`config.mk`:
```
export PLATFORM = sky130hd
export DESIGN_NAME = bp_cce_dir_lru_capture
export DESIGN_NICKNAME = d
export VERILOG_FILES = /design/src/rtl/bp_cce_pkg.sv /design/src/rtl/bp_cce_dir_lru_row_select.sv /design/src/rtl/bp_cce_dir_lru_capture.sv
export SDC_FILE = /design/constraint.sdc
export NUM_CORES = 1
export LEC_CHECK = 0
export CORE_AREA = 3 3 160 162
export CTS_BUF_LIST = sky130_fd_sc_hd__clkbuf_4 sky130_fd_sc_hd__clkbuf_8
export DETAILED_ROUTE_END_ITERATION = 6
export DIE_AREA = 0 0 163 165
export DONT_BUFFER_PORTS = 1
export GPL_TIMING_DRIVEN = 1
export SLEW_MARGIN = 25
export SYNTH_ARGS = -nofsm -noshare
export SYNTH_HDL_FRONTEND = slang
export SYNTH_SLANG_ARGS = --single-unit
```
`constraint.sdc`:
```
create_clock -name clk_i -period 2.35 [get_ports clk_i]
set_clock_uncertainty 0.05 [all_clocks]
set_input_delay 0.47 -clock clk_i [delete_from_list [all_inputs] [get_ports clk_i]]
set_output_delay 0.47 -clock clk_i [all_outputs]
set_load 0.02 [all_outputs]
```
`src/rtl/bp_cce_pkg.sv`:
```
// Coherence-state encodings and directory entry layout shared by the CCE directory blocks.
package bp_cce_pkg;

   localparam int bp_cce_coh_bits       = 3;
   localparam int bp_cce_coh_shared_bit = 0;

   // Shared bit is clear in E and M, so "exclusive" is just valid-and-not-shared.
   typedef enum logic [bp_cce_coh_bits-1:0] {
      e_COH_I = 3'b000,
      e_COH_S = 3'b001,
      e_COH_E = 3'b010,
      e_COH_M = 3'b110
   } bp_coh_state_e;

endpackage

`ifndef DECLARE_BP_CCE_DIR_ENTRY_S
`define DECLARE_BP_CCE_DIR_ENTRY_S
`define BP_CCE_DECLARE_DIR_ENTRY_S(tag_width_mp) \
   typedef struct packed { \
      logic [tag_width_mp-1:0]                  tag; \
      logic [bp_cce_pkg::bp_cce_coh_bits-1:0]   state; \
   } dir_entry_s
`endif

```
`src/rtl/bp_cce_dir_lru_row_select.sv`:
```
// Combinational pick of one {tag,state} entry out of a packed [set][way] directory row.
module bp_cce_dir_lru_row_select
   import bp_cce_pkg::*;
#(
   parameter int lce_assoc_p        = 8,
   parameter int tag_sets_per_row_p = 2,
   parameter int tag_width_p        = 20,
   parameter int row_width_p        = tag_sets_per_row_p*lce_assoc_p*(tag_width_p+bp_cce_coh_bits),
   localparam int set_w_lp = (tag_sets_per_row_p > 1) ? $clog2(tag_sets_per_row_p) : 1,
   localparam int way_w_lp = (lce_assoc_p > 1) ? $clog2(lce_assoc_p) : 1
)(
   input  logic [row_width_p-1:0]     row,
   input  logic [set_w_lp-1:0]        set_idx,
   input  logic [way_w_lp-1:0]        way,
   output logic [tag_width_p-1:0]     tag,
   output logic [bp_cce_coh_bits-1:0] state
);

   `BP_CCE_DECLARE_DIR_ENTRY_S(tag_width_p);

   dir_entry_s [tag_sets_per_row_p-1:0][lce_assoc_p-1:0] entries;
   dir_entry_s                                           sel;

   assign entries = row;
   assign sel     = entries[set_idx][way];
   assign tag     = sel.tag;
   assign state   = sel.state;

endmodule

```
`src/rtl/bp_cce_dir_lru_capture.sv`:
```
// Scans the directory rows of one way-group and captures the requesting LCE's LRU entry,
// presenting it on a valid/yumi interface until consumed.
module bp_cce_dir_lru_capture
   import bp_cce_pkg::*;
#(
   parameter int num_lce_p          = 8,
   parameter int lce_assoc_p        = 8,
   parameter int tag_sets_per_row_p = 2,
   parameter int rows_per_wg_p      = 4,
   parameter int tag_width_p        = 20,
   parameter int row_width_p        = tag_sets_per_row_p*lce_assoc_p*(tag_width_p+bp_cce_coh_bits),
   localparam int lce_w_lp   = (num_lce_p > 1) ? $clog2(num_lce_p) : 1,
   localparam int way_w_lp   = (lce_assoc_p > 1) ? $clog2(lce_assoc_p) : 1,
   localparam int set_bits_lp = $clog2(tag_sets_per_row_p),
   localparam int set_w_lp   = (set_bits_lp > 0) ? set_bits_lp : 1,
   localparam int row_w_lp   = (rows_per_wg_p > 1) ? $clog2(rows_per_wg_p) : 1
)(
   input  logic                       clk_i,
   input  logic                       reset_n_i,
   input  logic                       req_v_i,
   output logic                       req_ready_o,
   input  logic [lce_w_lp-1:0]        req_lce_i,
   input  logic [way_w_lp-1:0]        req_lru_way_i,
   input  logic                       req_mode_i,
   input  logic                       row_v_i,
   output logic                       row_ready_o,
   input  logic [row_width_p-1:0]     row_i,
   input  logic [row_w_lp-1:0]        wg_row_i,
   output logic                       lru_v_o,
   input  logic                       lru_yumi_i,
   output logic [tag_width_p-1:0]     lru_tag_o,
   output logic [bp_cce_coh_bits-1:0] lru_state_o,
   output logic                       lru_cached_excl_o,
   output logic                       lru_cached_dirty_o,
   output logic                       lru_err_o
);

   typedef enum logic [1:0] {e_IDLE, e_SCAN, e_DONE} state_e;

   state_e                       state_r, state_n;
   logic [lce_w_lp-1:0]          lce_r;
   logic [way_w_lp-1:0]          way_r;
   logic                         mode_r;
   logic [row_w_lp-1:0]          cnt_r;
   logic [tag_width_p-1:0]       tag_r;
   logic [bp_cce_coh_bits-1:0]   coh_r;
   logic                         err_r;

   logic                         req_fire, row_fire, row_match, last_row;
   logic [set_w_lp-1:0]          set_idx;
   logic [tag_width_p-1:0]       sel_tag;
   logic [bp_cce_coh_bits-1:0]   sel_state;

   generate
      if (rows_per_wg_p == 1) begin : g_single_row
         assign row_match = 1'b1;
      end else begin : g_multi_row
         assign row_match = (wg_row_i == lce_r[set_bits_lp +: row_w_lp]);
      end
      if (set_bits_lp == 0) begin : g_single_set
         assign set_idx = '0;
      end else begin : g_multi_set
         assign set_idx = lce_r[set_w_lp-1:0];
      end
   endgenerate

   bp_cce_dir_lru_row_select #(
      .lce_assoc_p        (lce_assoc_p),
      .tag_sets_per_row_p (tag_sets_per_row_p),
      .tag_width_p        (tag_width_p),
      .row_width_p        (row_width_p)
   ) row_select (
      .row     (row_i),
      .set_idx (set_idx),
      .way     (way_r),
      .tag     (sel_tag),
      .state   (sel_state)
   );

   assign req_fire = req_v_i & req_ready_o;
   assign row_fire = row_v_i & row_ready_o;
   assign last_row = (cnt_r == row_w_lp'(rows_per_wg_p - 1));

   always_comb begin
      state_n     = state_r;
      req_ready_o = 1'b0;
      row_ready_o = 1'b0;
      lru_v_o     = 1'b0;
      unique case (state_r)
         e_IDLE: begin
            req_ready_o = 1'b1;
            if (req_v_i) state_n = e_SCAN;
         end
         e_SCAN: begin
            row_ready_o = 1'b1;
            if (row_v_i && last_row) state_n = e_DONE;
         end
         e_DONE: begin
            lru_v_o = 1'b1;
            if (lru_yumi_i) state_n = e_IDLE;
         end
         default: state_n = e_IDLE;
      endcase
   end

   // The counter holds on the last row, so it can never wrap within a request.
   always_ff @(posedge clk_i or negedge reset_n_i) begin
      if (!reset_n_i) begin
         state_r <= e_IDLE;
         lce_r   <= '0;
         way_r   <= '0;
         mode_r  <= 1'b0;
         cnt_r   <= '0;
         tag_r   <= '0;
         coh_r   <= e_COH_I;
         err_r   <= 1'b0;
      end else begin
         state_r <= state_n;
         if (req_fire) begin
            lce_r  <= req_lce_i;
            way_r  <= req_lru_way_i;
            mode_r <= req_mode_i;
            cnt_r  <= '0;
            tag_r  <= '0;
            coh_r  <= e_COH_I;
            err_r  <= 1'b0;
         end else if (row_fire) begin
            if (!last_row) cnt_r <= cnt_r + row_w_lp'(1);
            if (wg_row_i != cnt_r) err_r <= 1'b1;
            if (row_match) begin
               tag_r <= sel_tag;
               coh_r <= sel_state;
            end
         end
      end
   end

   assign lru_tag_o          = tag_r;
   assign lru_state_o        = coh_r;
   assign lru_err_o          = err_r;
   assign lru_cached_dirty_o = (coh_r == e_COH_M);
   assign lru_cached_excl_o  = mode_r ? lru_cached_dirty_o
                                      : ((coh_r != e_COH_I) & ~coh_r[bp_cce_coh_shared_bit]);

   yumi_only_when_valid: assert property (@(posedge clk_i) disable iff (!reset_n_i)
                                          lru_yumi_i |-> lru_v_o);

endmodule

```
==> flow_summary.toml <==
[grt]
grt_max_degree = 67
grt_pass1_vias = 3645
grt_pass1_wl_um = 25200
antenna_found_initial = 6
grt_overflow = 0
grt_usage_pct = 12.8

[synth]
ys_seq_elements = 35
synthCells = 291
netlist_area_um2 = 4210
yosysTopAreaCell = "mux4_2"
postSynthAreaPerCell_um2 = 14.5
syn_nets = 674
synth.top_cell.area_share_pct = 49.2
ys_types = 26
yosysWarnings = 0
ys_top_cells_by_area = "mux4_2, dfrtp_1, mux2i_1, a21o_1, o22ai_1"
ys_seq_area_share_pct = 20.8

[floorplanning]
die_y_um = 165
boundaryPins = 411
start_util_pct = 17.4
core-area_um2 = 24200
rows = 57
dieArea_um2 = 26900
die_w_um = 163

[detailed_routing]
ant_nets = 0
viasPerCell = 5.38
wl_per_cell_um = 30.3
routed_wl_um = 18500
drc = 0
drtIter0Drc = 159
num_vias = 3280
first_pass_iters = 4

[sta]
fin_crit_ps = 2160
tightestPinTransition_ps = 609
rsz0062_at_grt = "false"
slew_viol_final = 0
setup_viol = 0
whs_ps = 264
hold_viol_final = 0
finalCritPeriodShare_pct = 91.8
slew_headroom_pct = 59.3
fmaxAchievable_mhz = 463
setup_tns_ps = 0

[pwr]
peakVddDrop_mv = 0.587
power_leakage_nw = 1.81
totalPowerFinal_w = 0.00643
p_per_area_nw_per_um2 = 1360

[clocking]
clk_latency_ps = 300
cts_setup_buffers = 0
cts.sinks = 35
htreeDepth = 2
cts_tree = "done"
cts_made_buffers = 5
clockBufferDepth = 2
root_buffer = "clkbuf_8"
clk_pin_slew_ps = 90

[worst_setup_path]
critical_path_class = "flop to flop"
crit_required_ps = 2500
slowest_delay_ps = 580
startpoint_type = "flop"
cp_top_family = "multiplexers"
end_kind = "flop"
reg2reg_slack_ps = 190
cp_max_fo = 66
crit_chain = "buf_16 > mux4_2 > mux2i_1 > o22ai_1 > a21o_1"
crit_buf_inv = 1
crit_arrival_ps = 2310
slowest_stage = "mux4_2"

[placed_design]
port_buffers = 0
gp_congestion = 0.878
placed_cells = 595
placed_area_um2 = 4570
dp_hpwl_um = 15300

[finish]
finalNetCount = 663
nFillCells = 2629
multi_input_area_um2 = 3130
drive_gt1_share_pct = 43.8
final_area_um2 = 4740
stdcell_count = 610
register_area_um2 = 885
area_growth_pct = 12.7

[run_status]
status = "finished, final reports clean"

[worst_hold_path]
hp-class = "primary input to flop"

[flow_run]
drv_cap = 0
placed cells by master, fill, tap and decap left out, drive strengths merged, types with 5 or more instances in the layout:
cell type   n
diode       5
a21o       25
dfrtp      35
mux2i      46
nor2        6
mux4       92
clkbuf      6
o22ai      23
buf        13
mux2        7
xnor2       5
kinds of logic after synthesis:
family                     count (synthesis)  share of synthesized area [%]
muxes                                    145                           62.1
AOI/OAI and AO/OA                         54                           8.77
DFF                                       35                           20.8
buffers and inverters                     33                           4.73
and+or+nand+nor                           18                           2.29
xor gates and xnor gates                   5                           1.04
adders and majority gates                  1                          0.297
state kept, by name, indices dropped and copies added (netlist names):
| register | flops |
|---|---|
| cnt_r | 2 |
| lce_r | 3 |
| lru_err_o | 1 |
| lru_state_o | 3 |
| lru_tag_o | 20 |
| mode_r | 1 |
| state_r | 2 |
| way_r | 3 |
timing repair:
item                                   4_1_cts  5_1_grt
endpoints found under the hold margin       35        0
setup endpoints to repair                    0        1
resized for setup                            0        1
hold buffers                                 2        0
power breakdown:
group | internal, W | switching [W] | leakage (nW)
combinational | 0.00238 | 0.00196 | 1.30
clock | 0.000344 | 0.000269 | 0.0612
sequential | 0.000908 | 0.000560 | 0.446
cell type report:
cell class | count | area share [%]
well taps | 324 | 8.55
inverters | 1 | 0.0792
diodes | 5 | 0.264
multi-input cells | 223 | 66.1
clock buffers | 6 | 1.74
flip-flops and latches | 35 | 18.7
repair buffers | 14 | 3.91
clock inverters | 2 | 0.739
per-stage QoR:
step / utilization [%] / setup slack (ps)
2_1_floorplan: - / 563
3_3_place_gp: 18.8 / 172
3_5_place_dp: 18.8 / 115
4_1_cts: 19.5 / 82.3
5_1_grt: 19.5 / 7.73
6_report: 19.6 / 192
metal layers:
metal	wire, um	share of wire, %	track usage (%)
met2	9660	52	22.1
met5	20	0.11	0
met4	446	2.4	5.23
met1	6310	34	14.3
met3	2010	11	4.87
synth_stat cells:
master and count:
nand3b_1 1, and2_1 1, o22ai_1 23, nand4b_1 1, nand2b_1 1, mux2i_1 46
nor2b_1 2, o21bai_1 1, nand2_1 3, buf_2 12, mux4_2 92, buf_1 2
dfrtp_1 35, nand4_1 2, a21o_1 25, nor2_1 6, ha_1 1, inv_1 1
a32o_1 1, and3b_1 1, buf_6 8, mux2_2 7, clkbuf_1 10, xnor2_1 5
a21oi_1 3, o21ai_0 1
path summary, 6_finish.rpt:
check	startpoint	to	cells past startpoint
max	lce_r[0]$_DFFE_PN0P_	lru_tag_o[2]$_DFFE_PN0P_	5
min	req_lru_way_i[1]	way_r[1]$_DFFE_PN0P_	1
max reg2reg	lce_r[0]$_DFFE_PN0P_	lru_tag_o[2]$_DFFE_PN0P_	5
min reg2reg	mode_r$_DFFE_PN0P_	mode_r$_DFFE_PN0P_	1
max in group asynchronous	reset_n_i	lce_r[0]$_DFFE_PN0P_	2
min in group asynchronous	reset_n_i	lru_tag_o[17]$_DFFE_PN0P_	2
Note: power is estimated with default switching activity, not from simulation.
